**config.mk**
```make
export PLATFORM = sky130hd
export DESIGN_NAME = csa_accum
export DESIGN_NICKNAME = d
export VERILOG_FILES = /design/src/rtl/csa_accum.sv
export SDC_FILE = /design/constraint.sdc
export NUM_CORES = 1
export LEC_CHECK = 0
export BUFFER_PORTS_ARGS = -buffer_cell sky130_fd_sc_hd__clkbuf_2
export CAP_MARGIN = 0
export CORE_MARGIN = 1
export CORE_UTILIZATION = 56
export DETAILED_ROUTE_END_ITERATION = 10
export GPL_ROUTABILITY_DRIVEN = 0
export PLACE_DENSITY_LB_ADDON = 0.05
export SYNTH_ARGS = -nofsm -noshare
export SYNTH_HDL_FRONTEND = slang
export SYNTH_SLANG_ARGS = --single-unit
```
**constraint.sdc**
```tcl
create_clock -name clk -period 3.3 [get_ports clk]
set_input_delay 0.165 -clock clk [delete_from_list [all_inputs] [get_ports clk]]
set_output_delay 0.165 -clock clk [all_outputs]
set_load 0.01 [all_outputs]
```
**src/rtl/csa_accum.sv**
```systemverilog
// csa_accum: carry-save packet accumulator.
// Sums a packet of signed operands into a sum/carry vector pair. Each beat
// costs one full-adder row, with no carry chain. A downstream adder with
// c_in=0 resolves out_a + out_b.
//
// Ports
//   clk        rising-edge clock
//   rst        asynchronous active-low reset
//   clr        synchronous packet abort, overrides both handshakes
//   in_valid   operand present           in_ready  accepting (state ACC)
//   in_data    operand                   in_sub    subtract in_data
//   in_last    final operand of packet
//   out_valid  result presented (OUT)    out_ready downstream consumes result
//   out_a      sum vector                out_b     shifted carry vector
//   out_count  beats accepted (saturating)
//   out_sat    count saturated during packet (sticky)
module csa_accum #(
   parameter int unsigned W     = 32,
   parameter int unsigned CNT_W = 8
) (
   input  logic             clk,
   input  logic             rst,
   input  logic             clr,
   input  logic             in_valid,
   output logic             in_ready,
   input  logic [W-1:0]     in_data,
   input  logic             in_sub,
   input  logic             in_last,
   output logic             out_valid,
   input  logic             out_ready,
   output logic [W-1:0]     out_a,
   output logic [W-1:0]     out_b,
   output logic [CNT_W-1:0] out_count,
   output logic             out_sat
);

   localparam int unsigned CW = W - 1;

   typedef enum logic {
      ACC = 1'b0,
      OUT = 1'b1
   } state_t;

   state_t           state, state_nxt;
   logic [W-1:0]     s_q, s_nxt;
   logic [W-1:0]     c_q, c_nxt;
   logic [CNT_W-1:0] cnt_q, cnt_nxt;
   logic             sat_q, sat_nxt;

   logic [W-1:0]     x_op_c;
   logic [CW-1:0]    maj_c;
   logic             cnt_full_c;

   // Subtraction as ~x + 1. The +1 enters through the free carry LSB.
   assign x_op_c = in_sub ? ~in_data : in_data;

   // Majority of the low W-1 bits. The carry out of bit W-1 is discarded, so
   // the sum wraps around.
   assign maj_c = (s_q[CW-1:0] & c_q[CW-1:0])
                | (s_q[CW-1:0] & x_op_c[CW-1:0])
                | (c_q[CW-1:0] & x_op_c[CW-1:0]);

   assign cnt_full_c = &cnt_q;

   // Next-state and datapath update.
   always_comb begin
      state_nxt = state;
      s_nxt     = s_q;
      c_nxt     = c_q;
      cnt_nxt   = cnt_q;
      sat_nxt   = sat_q;

      if (clr) begin
         state_nxt = ACC;
         s_nxt     = '0;
         c_nxt     = '0;
         cnt_nxt   = '0;
         sat_nxt   = 1'b0;
      end else begin
         case (state)
            ACC: begin
               if (in_valid) begin
                  s_nxt = s_q ^ c_q ^ x_op_c;
                  c_nxt = {maj_c, in_sub};
                  if (cnt_full_c) begin
                     sat_nxt = 1'b1;
                  end else begin
                     cnt_nxt = cnt_q + CNT_W'(1);
                  end
                  if (in_last) begin
                     state_nxt = OUT;
                  end
               end
            end
            OUT: begin
               if (out_ready) begin
                  state_nxt = ACC;
                  s_nxt     = '0;
                  c_nxt     = '0;
                  cnt_nxt   = '0;
                  sat_nxt   = 1'b0;
               end
            end
            default: state_nxt = ACC;
         endcase
      end
   end

   // State register. The handshake flags are registered copies of the
   // state decode.
   always_ff @(posedge clk or negedge rst) begin
      if (!rst) begin
         state     <= ACC;
         s_q       <= '0;
         c_q       <= '0;
         cnt_q     <= '0;
         sat_q     <= 1'b0;
         in_ready  <= 1'b1;
         out_valid <= 1'b0;
      end else begin
         state     <= state_nxt;
         s_q       <= s_nxt;
         c_q       <= c_nxt;
         cnt_q     <= cnt_nxt;
         sat_q     <= sat_nxt;
         in_ready  <= (state_nxt == ACC);
         out_valid <= (state_nxt == OUT);
      end
   end

   assign out_a     = s_q;
   assign out_b     = c_q;
   assign out_count = cnt_q;
   assign out_sat   = sat_q;

endmodule

```
* After elaboration in Yosys (flattened, before gate mapping)
Index checks and enable logic that the tools add are counted.
** Storage, ports and cells
- Output and inout bits :: 75
- RAM bits :: 0
- Logic and storage cells :: 48
- Bits in latches :: 0
- Bits in registers :: 75
- Bits in read-only memories :: 0
- Memories :: 0
- Bits of input ports :: 39
** Cells by class
- Bitwise gates (word level) :: 10
- Reduce and logical (&&, ||, !) cells :: 4
- Divide/modulo/power cells :: 0
- Equal/unequal tests :: 4
- Add/subtract/negate cells :: 1
- Shifts and indexed selects :: 0
- $mul :: 0
- Muxes and demuxes :: 23
- Order comparisons :: 0
** Operator list (number)
- two-way mux 32 bit :: 6
- case mux 32 bit (2 select lines) :: 2
- AND 31 bit :: 3
- XOR 32 bit :: 2
- OR 31 bit :: 2
- two-way mux 8 bit :: 4
- NOT 32 bit :: 1
- case mux 8 bit (2 select lines) :: 1
- != test 3 bit (second input constant) :: 4
- adder 8 x 1 -> 8 bit (second input constant) :: 1
- two-way mux 1 bit :: 8
- AND reduction 8 bit :: 1
- AND reduction 3 bit :: 2
- case mux 1 bit (2 select lines) :: 2
- NOT 1 bit :: 2
- AND reduction 2 bit :: 1

* Longest topological paths before layout
Gate-level depths: netlist of the first run.
- Depth after elaboration :: 8
- Depth in mapped cells :: 6
- Mapped depth without buffers :: 6

* Least setup slack after synthesis of the first run
OpenSTA, ideal clock, no wires.
- Path type :: register -> register
- Start :: reg cnt_q[0], in the netlist out_count[0]
- End :: reg cnt_q[3], in the netlist out_count[3]
- Period minus slack after synthesis :: 1.698 ns
- Buffers on the path :: 0
- Required time :: 3.176 ns
- Path slack :: 1.602 ns
- Arrival time :: 1.574 ns
- Library setup time :: 0.124 ns
- Stages on the path, launching flop included :: 7
- Cell sequence :: dfrtp_1 > ha_1 > nand3_1 > or3_4 > a21oi_4 > or4_1 > nand3_1
** Between the ends
- Word-level cells in the longest chain between the ends :: 5
- Elaborated cells between the ends (all ways) :: 8
- Classes of those cells :: 1 x add/sub; 1 x eq/ne; 4 x mux; 2 x reduce/logical
** RTL lines
- start, declared :: RTL line 47 : logic [CNT_W-1:0] cnt_q, cnt_nxt;
- start signal, assigned :: RTL line 124 : cnt_q <= cnt_nxt;
- adder 8 x 1 -> 8 bit :: RTL line 88 : cnt_nxt = cnt_q + CNT_W'(1);
- two-way mux 8 bit :: RTL line 85 : if (cnt_full_c) begin
- two-way mux 8 bit :: RTL line 82 : if (in_valid) begin
- case mux 8 bit (2 select lines) :: RTL line 80 : case (state)
- two-way mux 8 bit :: RTL line 73 : if (clr) begin
Several ways; a longest one is shown, not always the timed one. The select of a mux whose other input is x is not followed.
A chain may end at the register's enable or synchronous reset.

* Worst setup path in the final report of the first run
- Start :: reg state
- End :: reg s_q[28], in the netlist out_a[28]
** Between the ends
- Word-level cells in the longest chain between the ends :: 3
- Elaborated cells between the ends (all ways) :: 6
- Classes of those cells :: 2 x eq/ne; 2 x mux; 1 x bitwise; 1 x reduce/logical
** RTL lines
- start, declared :: RTL line 44 : state_t state, state_nxt;
- start signal, assigned :: RTL line 121 : state <= state_nxt;
- NOT 1 bit
- case mux 32 bit (2 select lines) or != test 3 bit (tied branches)
- two-way mux 32 bit or AND reduction 2 bit (tied branches)
- end signal, assigned :: RTL line 122 : s_q <= s_nxt;
- end, declared :: RTL line 45 : logic [W-1:0] s_q, s_nxt;
Several ways; a longest one is shown, not always the timed one.

==> results of run 1 <==
[state kept, by name, summed over array words and instances (netlist names)]
register	cells
in_ready	1
out_sat	1
out_b	32
state	1
out_a	32
out_count	8
[synthesized netlist by cell type]
library cell  count  area share
o22ai_1          61        0.10
nand3_1          11       0.014
ha_1              1      0.0033
nand2b_1          1      0.0016
nand2_1          11       0.011
dfrtp_1          74        0.49
or3_4             1      0.0030
o31ai_1           1      0.0020
clkbuf_1          8      0.0079
buf_2            10       0.013
xnor2_1          33       0.076
a21o_2            2      0.0046
dfstp_2           1      0.0069
o21ai_0          10       0.013
a31oi_1           2      0.0033
nor3_1            1      0.0013
o41ai_1           1      0.0023
a21oi_1           3      0.0039
nor2_1            7      0.0069
a21oi_4           1      0.0043
or4_1             2      0.0039
fa_1             31        0.16
or2_2             3      0.0049
inv_1            65       0.064
[cells in the final DEF (no fill, tap or decap), types with 2 or more instances in the layout]
cell type and count:
nand3_1 11, o21ai_0 10, clkbuf_8 11, clkbuf_2 112, buf_4 3, or4_1 2, xnor2_1 33, clkinv_2 2
fa_1 31, a21oi_1 3, a21o_2 2, o22ai_1 61, nand2_1 10, clkbuf_1 3, dfrtp_1 74, or2_2 3
nor2_1 7, a31oi_1 2, inv_1 65
[kinds of logic after synthesis]
family	Yosys count	share of synthesized area
DFF	75	0.493
and+or+nand+nor	37	0.0469
AOI/OAI and AO/OA	81	0.134
xor gates and xnor gates	33	0.0758
adders and majority gates	32	0.166
buffers and inverters	83	0.0850
[metal layers]
layer,wire (um),track usage,up-vias
met3,404,0.0423,11
met1,3560,0.323,1400
met2,3680,0.372,84
li1,-,-,1339
met5,0,0,-
met4,123,0.0909,0
[power by group]
group / switching, W / leakage, nW / internal [W] / total, W
registers: 0.0000390 / 1.02 / 0.000984 / 0.00102
clock network: 0.000313 / 0.0905 / 0.000313 / 0.000626
logic: 0.000259 / 0.982 / 0.000179 / 0.000439
total: 0.000611 / 2.09 / 0.00148 / 0.00209
[worst max path at each step]
stage,to,slack (ns),cells after the start
finish,out_a[28],1.17,4
floorplan,out_count[3],1.60,6
CTS,out_a[28],1.18,4
detailed placement,out_b[28],1.21,4
global route,out_a[28],1.03,4
global placement,out_b[2],1.27,4
[critical path: cells and delay by family, from the launching register on]
kind / cells / cell delay (ns)
DFF: 1 / 0.44
and+or+nand+nor: 2 / 0.95
buffers and inverters: 1 / 0.43
AOI/OAI and AO/OA: 1 / 0.20
[cell type report]
cell class	count	area (sq um)
Tap cell	77	96.3
Timing Repair Buffer	115	583
Clock inverter	2	10.0
Inverter	65	244
Clock buffer	14	163
Multi-Input combinational cell	183	1610
Fill cell	523	1870
Sequential cell	75	1880
[per-stage QoR]
stage / setup slack, ns / std cells / hold WS [ns] / util / power (W)
floorplan: 1.60 / 341 / -0.131 / - / 0.00132
global placement: 1.27 / 515 / 0.379 / 0.683 / 0.00147
detailed placement: 1.21 / 515 / 0.378 / 0.683 / 0.00148
CTS: 1.18 / 531 / 0.00706 / 0.710 / 0.00211
global route: 1.03 / 531 / 0.0551 / 0.710 / 0.00220
finish: 1.17 / 531 / -0.0405 / 0.710 / 0.00209
==> Flow_metrics.wiki, run 1 <==
{| class="wikitable"
! Metric !! Value
|-
| Number of optimization iterations in the first detailed-route pass || 8
|-
| Core footprint || 6460 sq um
|-
| Critical path peak fanout || 34
|-
| Chip Width || 84.5 um
|-
| Post-Synthesis Net Count || a little over 400
|-
| Shortest period the worst path allows || 2.13 ns
|-
| Netlist Area Pre-Place || 3810 sq um
|-
| Antenna violations before repair || 0
|-
| Number of antenna repair diodes || 0
|-
| Detail-routed net length per standard cell || between 10 and 15 um
|-
| Critical Path Max Stage Delay || 0.51 ns
|-
| Global-route usage over all layers || 0.233
|-
| Hold-fix buffers, CTS || 0
|-
| Post-synthesis sequential area ratio || 0.493
|-
| Part of the cycle the worst path needs || 0.645
|-
| Area of the die || 7140 sq um
|-
| Max Fclk || between 400 and 500 MHz
|-
| Type of the setup path with the least slack || reg -> reg
|-
| Post-synthesis cell count || ~340
|-
| Worst IR drop on VDD || 242 uV
|-
| Via count of the first global-routing pass || 2882
|-
| Crit-path slowest cell || nand2_2
|-
| CP arrival || 2.37 ns
|-
| Max-capacitance violation count || 0
|-
| Crit Reg-Reg Endpoint || out_a[28]
|-
| Setup repair bufs after CTS || 0
|-
| Unrepaired setup endpoints after global routing || no
|-
| Required time at the worst-slack endpoint || 3.54 ns
|-
| I/O pin count || 114
|-
| Area grow syn2layout || 20.3%
|-
| Global-route wire length before repair || 13100 um
|-
| TritonCTS Sinks || 75
|-
| Clock network latency to the later pin of the worst-skew pair || 0.33 ns
|-
| Fin. max-slew vios || 0
|-
| Starting utilization of the core area || 0.590
|-
| CTS root buf || clkbuf_8
|-
| Power per standard cell area || ~460 nW/um^2
|-
| Avg Cell Area, Syn || ~11 sq um
|-
| Count of antenna-violating nets left after detailed routing || 0
|-
| Number of synthesized register bits || between 70 and 80
|-
| Worst min path class || in -> async
|-
| Maximum number of pins on one net before global-route repair || 76
|-
| Endpoint type of the worst setup path || register
|-
| Reg-to-reg setup timing slack || 1.17 ns
|-
| Setup TNS || 0 ns
|-
| Library cells used by synthesis || 24
|-
| Worst path cell trace || nor2_1 > nand2_2 > buf_4 > o22ai_1
|-
| Post-Place Cell Area || 4410 sq um
|-
| TritonCTS clock tree || yes
|-
| DR DRC count || 11
|-
| Total via count after detailed routing || approximately 2800
|-
| DIE HEIGHT || 84.5 um
|-
| Max H-tree Level || 3
|-
| Detailed router's first-iteration violation count || 211
|-
| Critical Path Start Type || register
|-
| Post-route cell area || 4590 sq um
|-
| Status || finished with violations
|-
| Final #Nets || 520
|-
| Count of standard-cell rows || 29
|-
| Clk slew on worst S/H paths || 0.08 ns
|-
| Count of endpoints failing hold in the final timing report || 28
|-
| Worst slack on hold paths || -0.0405 ns
|-
| Rel. slew slack || 0.255
|-
| Half-perimeter wire length after detailed placement || about 5400 um
|-
| Number of cells traversed by the worst register-to-register path || 4
|-
| Longest Clk Path Bufs || 2
|-
| Port Buffer Count || 113
|-
| Lkg Pwr || 2.09 nW
|-
| Share of post-route cells with drive strength above 1 || 0.302
|-
| # setup viols final || 0
|-
| Routed WL || between 7000 and 8000 um
|-
| Violations in the final reports || design-rule violations, negative hold slack
|-
| Clock skew || 0.00937 ns
|-
| Count of synthesis-stage warnings from yosys || 0
|-
| Via count normalized by instance count || 5.34
|-
| Total grt overflow || 0
|-
| Slew at the pin with the worst max-slew slack || about 1.1 ns
|-
| Number of buffers created by CTS || 9
|-
| Beginning of the critical path || state
|-
| Startpoint of the worst-slack reg-to-reg timing path || state
|-
| Post-CTS Resized || 0
|}
(Power assumes the default switching activity.)
==> inputs of run 2 (changes only) <==
Settings changed: ABC_AREA set to 1, CORE_UTILIZATION 56 to 47.
Clock period 3.3 ns to 1.8 ns, I/O delays scaled along.
==> Flow_metrics.wiki, run 2 <==
{| class="wikitable"
! Metric !! Value
|-
| Number of antenna repair diodes || 0 (unchanged)
|-
| Netlist Area Pre-Place || 3940 sq um (was 3810 sq um)
|-
| Total grt overflow || 0 (unchanged)
|-
| Clock skew || 0.00928 ns (was 0.00937 ns)
|-
| Half-perimeter wire length after detailed placement || 5890 um (was 5400 um)
|-
| Global-route usage over all layers || 0.213 (was 0.233)
|-
| Largest cells by area after synthesis || dfrtp_1 (47%), fa_1 (16%), o22ai_1 (9.7%) (was dfrtp_1 (49%), fa_1 (16%), o22ai_1 (10%))
|-
| Setup TNS || 0 ns (unchanged)
|-
| Fillers || 761 (was 523)
|-
| Power per standard cell area || 974 nW/um^2 (was 455 nW/um^2)
|-
| Cell types with the highest counts after synthesis || dfrtp_1 (74), inv_1 (73), o22ai_1 (61), fa_1 (31), xnor2_1 (31) (was dfrtp_1 (74), inv_1 (65), o22ai_1 (61), xnor2_1 (33), fa_1 (31))
|-
| Count of standard-cell rows || 33 (was 29)
|-
| Post-Place Cells || 574 (was 515)
|-
| DR DRC count || 0 (was 11)
|-
| Ys async rst share || 1.00 (unchanged)
|-
| DIE HEIGHT || 93.6 um (was 84.5 um)
|-
| Post-synthesis cell count || 366 (was 341)
|-
| Maximum number of pins on one net before global-route repair || 40 (was 76)
|-
| Portion of synthesized cell area occupied by the leading cell type || 0.470 (was 0.486)
|-
| Number of buffers created by CTS || 9 (unchanged)
|-
| Number of synthesized register bits || 75 (unchanged)
|-
| Endpoint type of the worst setup path || register (unchanged)
|-
| Total via count after detailed routing || 2906 (was 2834)
|-
| Critical path peak fanout || 30 (was 34)
|-
| Total power consumption of the routed design || 0.00474 W (was 0.00209 W)
|-
| TritonCTS Sinks || 75 (unchanged)
|-
| Most used standard cell by instance count after synthesis || dfrtp_1 (unchanged)
|-
| Sequential cell area || 1880 sq um (unchanged)
|-
| Critical Path Start Type || register (unchanged)
|-
| Commonest non-fill, non-tap cells in the layout || clkbuf_2 (112), dfrtp_1 (74), inv_1 (73) (was clkbuf_2 (112), dfrtp_1 (74), inv_1 (65))
|-
| Count of synthesis-stage warnings from yosys || 0 (unchanged)
|-
| Post-route cell area || 4870 sq um (was 4590 sq um)
|-
| Chip Width || 93.6 um (was 84.5 um)
|-
| Max Fclk || 727 MHz (was 470 MHz)
|-
| Unrepaired setup endpoints after global routing || no (unchanged)
|-
| Slew at the pin with the worst max-slew slack || 0.533 ns (was 1.12 ns)
|-
| CTS root buf || clkbuf_8 (unchanged)
|-
| Number of optimization iterations in the first detailed-route pass || 3 (was 8)
|-
| Status || finished, final reports clean (was finished with violations)
|-
| Clk slew on worst S/H paths || 0.08 ns (about the same)
|-
| Final #Nets || 552 (was 520)
|-
| Most common cell after layout, fill and taps aside || clkbuf_2 (unchanged)
|-
| Starting utilization of the core area || 0.482 (was 0.590)
|-
| Shortest period the worst path allows || 1.38 ns (was 2.13 ns)
|-
| Crit-path slowest cell || dfrtp_1 (was nand2_2)
|-
| Type of the setup path with the least slack || reg -> reg (unchanged)
|-
| Library cells used by synthesis || 24 (unchanged)
|-
| Rel. slew slack || 0.645 (was 0.255)
|-
| Top cell type by total area after synthesis || dfrtp_1 (unchanged)
|-
| Worst IR drop on VDD || 461 uV (was 242 uV)
|-
| Clock network latency to the later pin of the worst-skew pair || 0.35 ns (was 0.33 ns)
|-
| Max H-tree Level || 3 (unchanged)
|-
| Count of antenna-violating nets left after detailed routing || 0 (unchanged)
|-
| Area of the multi-input gates || 1660 sq um (was 1610 sq um)
|-
| Post-Synthesis Net Count || 437 (was 412)
|-
| Routed WL || 8500 um (was 7760 um)
|-
| Count of endpoints failing hold in the final timing report || 0 (was 28)
|-
| Port Buffer Count || 113 (unchanged)
|-
| TritonCTS clock tree || yes (unchanged)
|-
| Number of flops mapped to enable cells by yosys || 0 (unchanged)
|-
| Max-capacitance violation count || 0 (unchanged)
|-
| Fin. max-slew vios || 0 (unchanged)
|-
| Worst path cell trace || nor2_4 > nand2_4 > buf_4 > o22ai_1 (was nor2_1 > nand2_2 > buf_4 > o22ai_1)
|-
| Lkg Pwr || 2.29 nW (was 2.09 nW)
|-
| Post-Place Cell Area || 4590 sq um (was 4410 sq um)
|-
| Worst slack on hold paths || 0.0848 ns (was -0.0405 ns)
|-
| Count of placed standard cells in the final layout, fillers left out || 591 (was 531)
|-
| Part of the cycle the worst path needs || 0.764 (was 0.645)
|-
| Area grow syn2layout || 23.5% (was 20.3%)
|-
| Post-synthesis sequential area ratio || 0.477 (was 0.493)
|-
| Most instantiated flip-flop cell in the synthesis netlist || dfrtp_1 (unchanged)
|-
| Detailed router's first-iteration violation count || 131 (was 211)
|-
| Reg-to-reg setup timing slack || 0.42 ns (was 1.17 ns)
|-
| CP arrival || 1.63 ns (was 2.37 ns)
|-
| Detail-routed net length per standard cell || 14.4 um (was 14.6 um)
|-
| Post-CTS Resized || 0 (unchanged)
|-
| Share of post-route cells with drive strength above 1 || 0.300 (was 0.302)
|-
| Longest Clk Path Bufs || 2 (unchanged)
|-
| Required time at the worst-slack endpoint || 2.06 ns (was 3.54 ns)
|-
| # setup viols final || 0 (unchanged)
|-
| Global-route wire length before repair || 14400 um (was 13100 um)
|-
| Area of the die || 8760 sq um (was 7140 sq um)
|-
| Critical Path Max Stage Delay || 0.45 ns (was 0.51 ns)
|-
| Worst min path class || in -> reg (was in -> async)
|-
| Core footprint || 8180 sq um (was 6460 sq um)
|-
| Setup repair bufs after CTS || 0 (unchanged)
|-
| I/O pin count || 114 (unchanged)
|-
| Via count of the first global-routing pass || 2972 (was 2882)
|-
| Avg Cell Area, Syn || 10.8 sq um (was 11.2 sq um)
|-
| Via count normalized by instance count || 4.92 (was 5.34)
|-
| Antenna violations before repair || 0 (unchanged)
|}
[run 2: changes by cell type after synthesis, sizes merged, moves of 3 or more]
| cell | before | now |
|---|---|---|
| nand2 | 11 | 34 |
| inv | 65 | 75 |
| clkbuf | 8 | 0 |
| nor2 | 7 | 14 |
| buf | 10 | 16 |
| or2 | 3 | 0 |
| xor2 | 0 | 3 |
[run 2: critical path: cells and delay by family, from the launching register on]
kind	cells	cell delay, ns
flops	1	0.45
simple gates	2	0.37
buf+inv	1	0.25
compound gates	1	0.21
[run 2: where the power goes]
group	switching (W)	internal, W	total (W)
Clock	0.000654	0.00106	0.00172
Combinational	0.000639	0.000433	0.00107
Sequential	0.000104	0.00185	0.00195
Total	0.00140	0.00334	0.00474
[run 2: metrics by stage]
stage | setup slack (ns) | utilization
detailed placement | 0.415 | 0.562
floorplan | 0.508 | -
global placement | 0.457 | 0.562
CTS | 0.420 | 0.595
finish | 0.424 | 0.595
global route | 0.302 | 0.595
[run 2: kinds of logic (layout without fill, tap and decap cells)]
logic type / Yosys count / count (layout) / share of synthesized area
fa+ha+maj: 32 / 32 / 0.161
flops: 75 / 75 / 0.477
simple gates: 58 / 58 / 0.0679
buf+inv: 91 / 211 / 0.101
compound gates: 76 / 76 / 0.118
xor+xnor: 34 / 34 / 0.0756
[run 2: timing repair]
item,CTS,global route
endpoints found under the setup margin,0,0
hold buffers,1,0
hold endpoints to repair,37,0
[run 2: final cells by class]
cell class | instances | area share
repair buffers | 120 | 0.133
clock inverters | 7 | 0.0285
inverters | 75 | 0.0579
multi-input cells | 200 | 0.342
clock buffers | 9 | 0.0255
well taps | 105 | 0.0270
flip-flops and latches | 75 | 0.386
[run 2: per-layer routing]
metal / wire length (um) / global-route usage / vias up
li1: - / - / 1404
met4: 123 / 0.0808 / 0
met5: 0 / 0 / -
met2: 3890 / 0.328 / 66
met3: 434 / 0.0398 / 13
met1: 4050 / 0.301 / 1423
[run 2: path summary, 6_finish.rpt]
path                               from  depth (start not counted)           end
max                               state                          4     out_a[18]
min                             in_last                          3         state
max reg2reg                       state                          4     out_a[18]
min reg2reg                out_count[6]                          2  out_count[6]
max in group asynchronous           rst                          3     out_b[28]
min in group asynchronous           rst                          2      out_a[9]
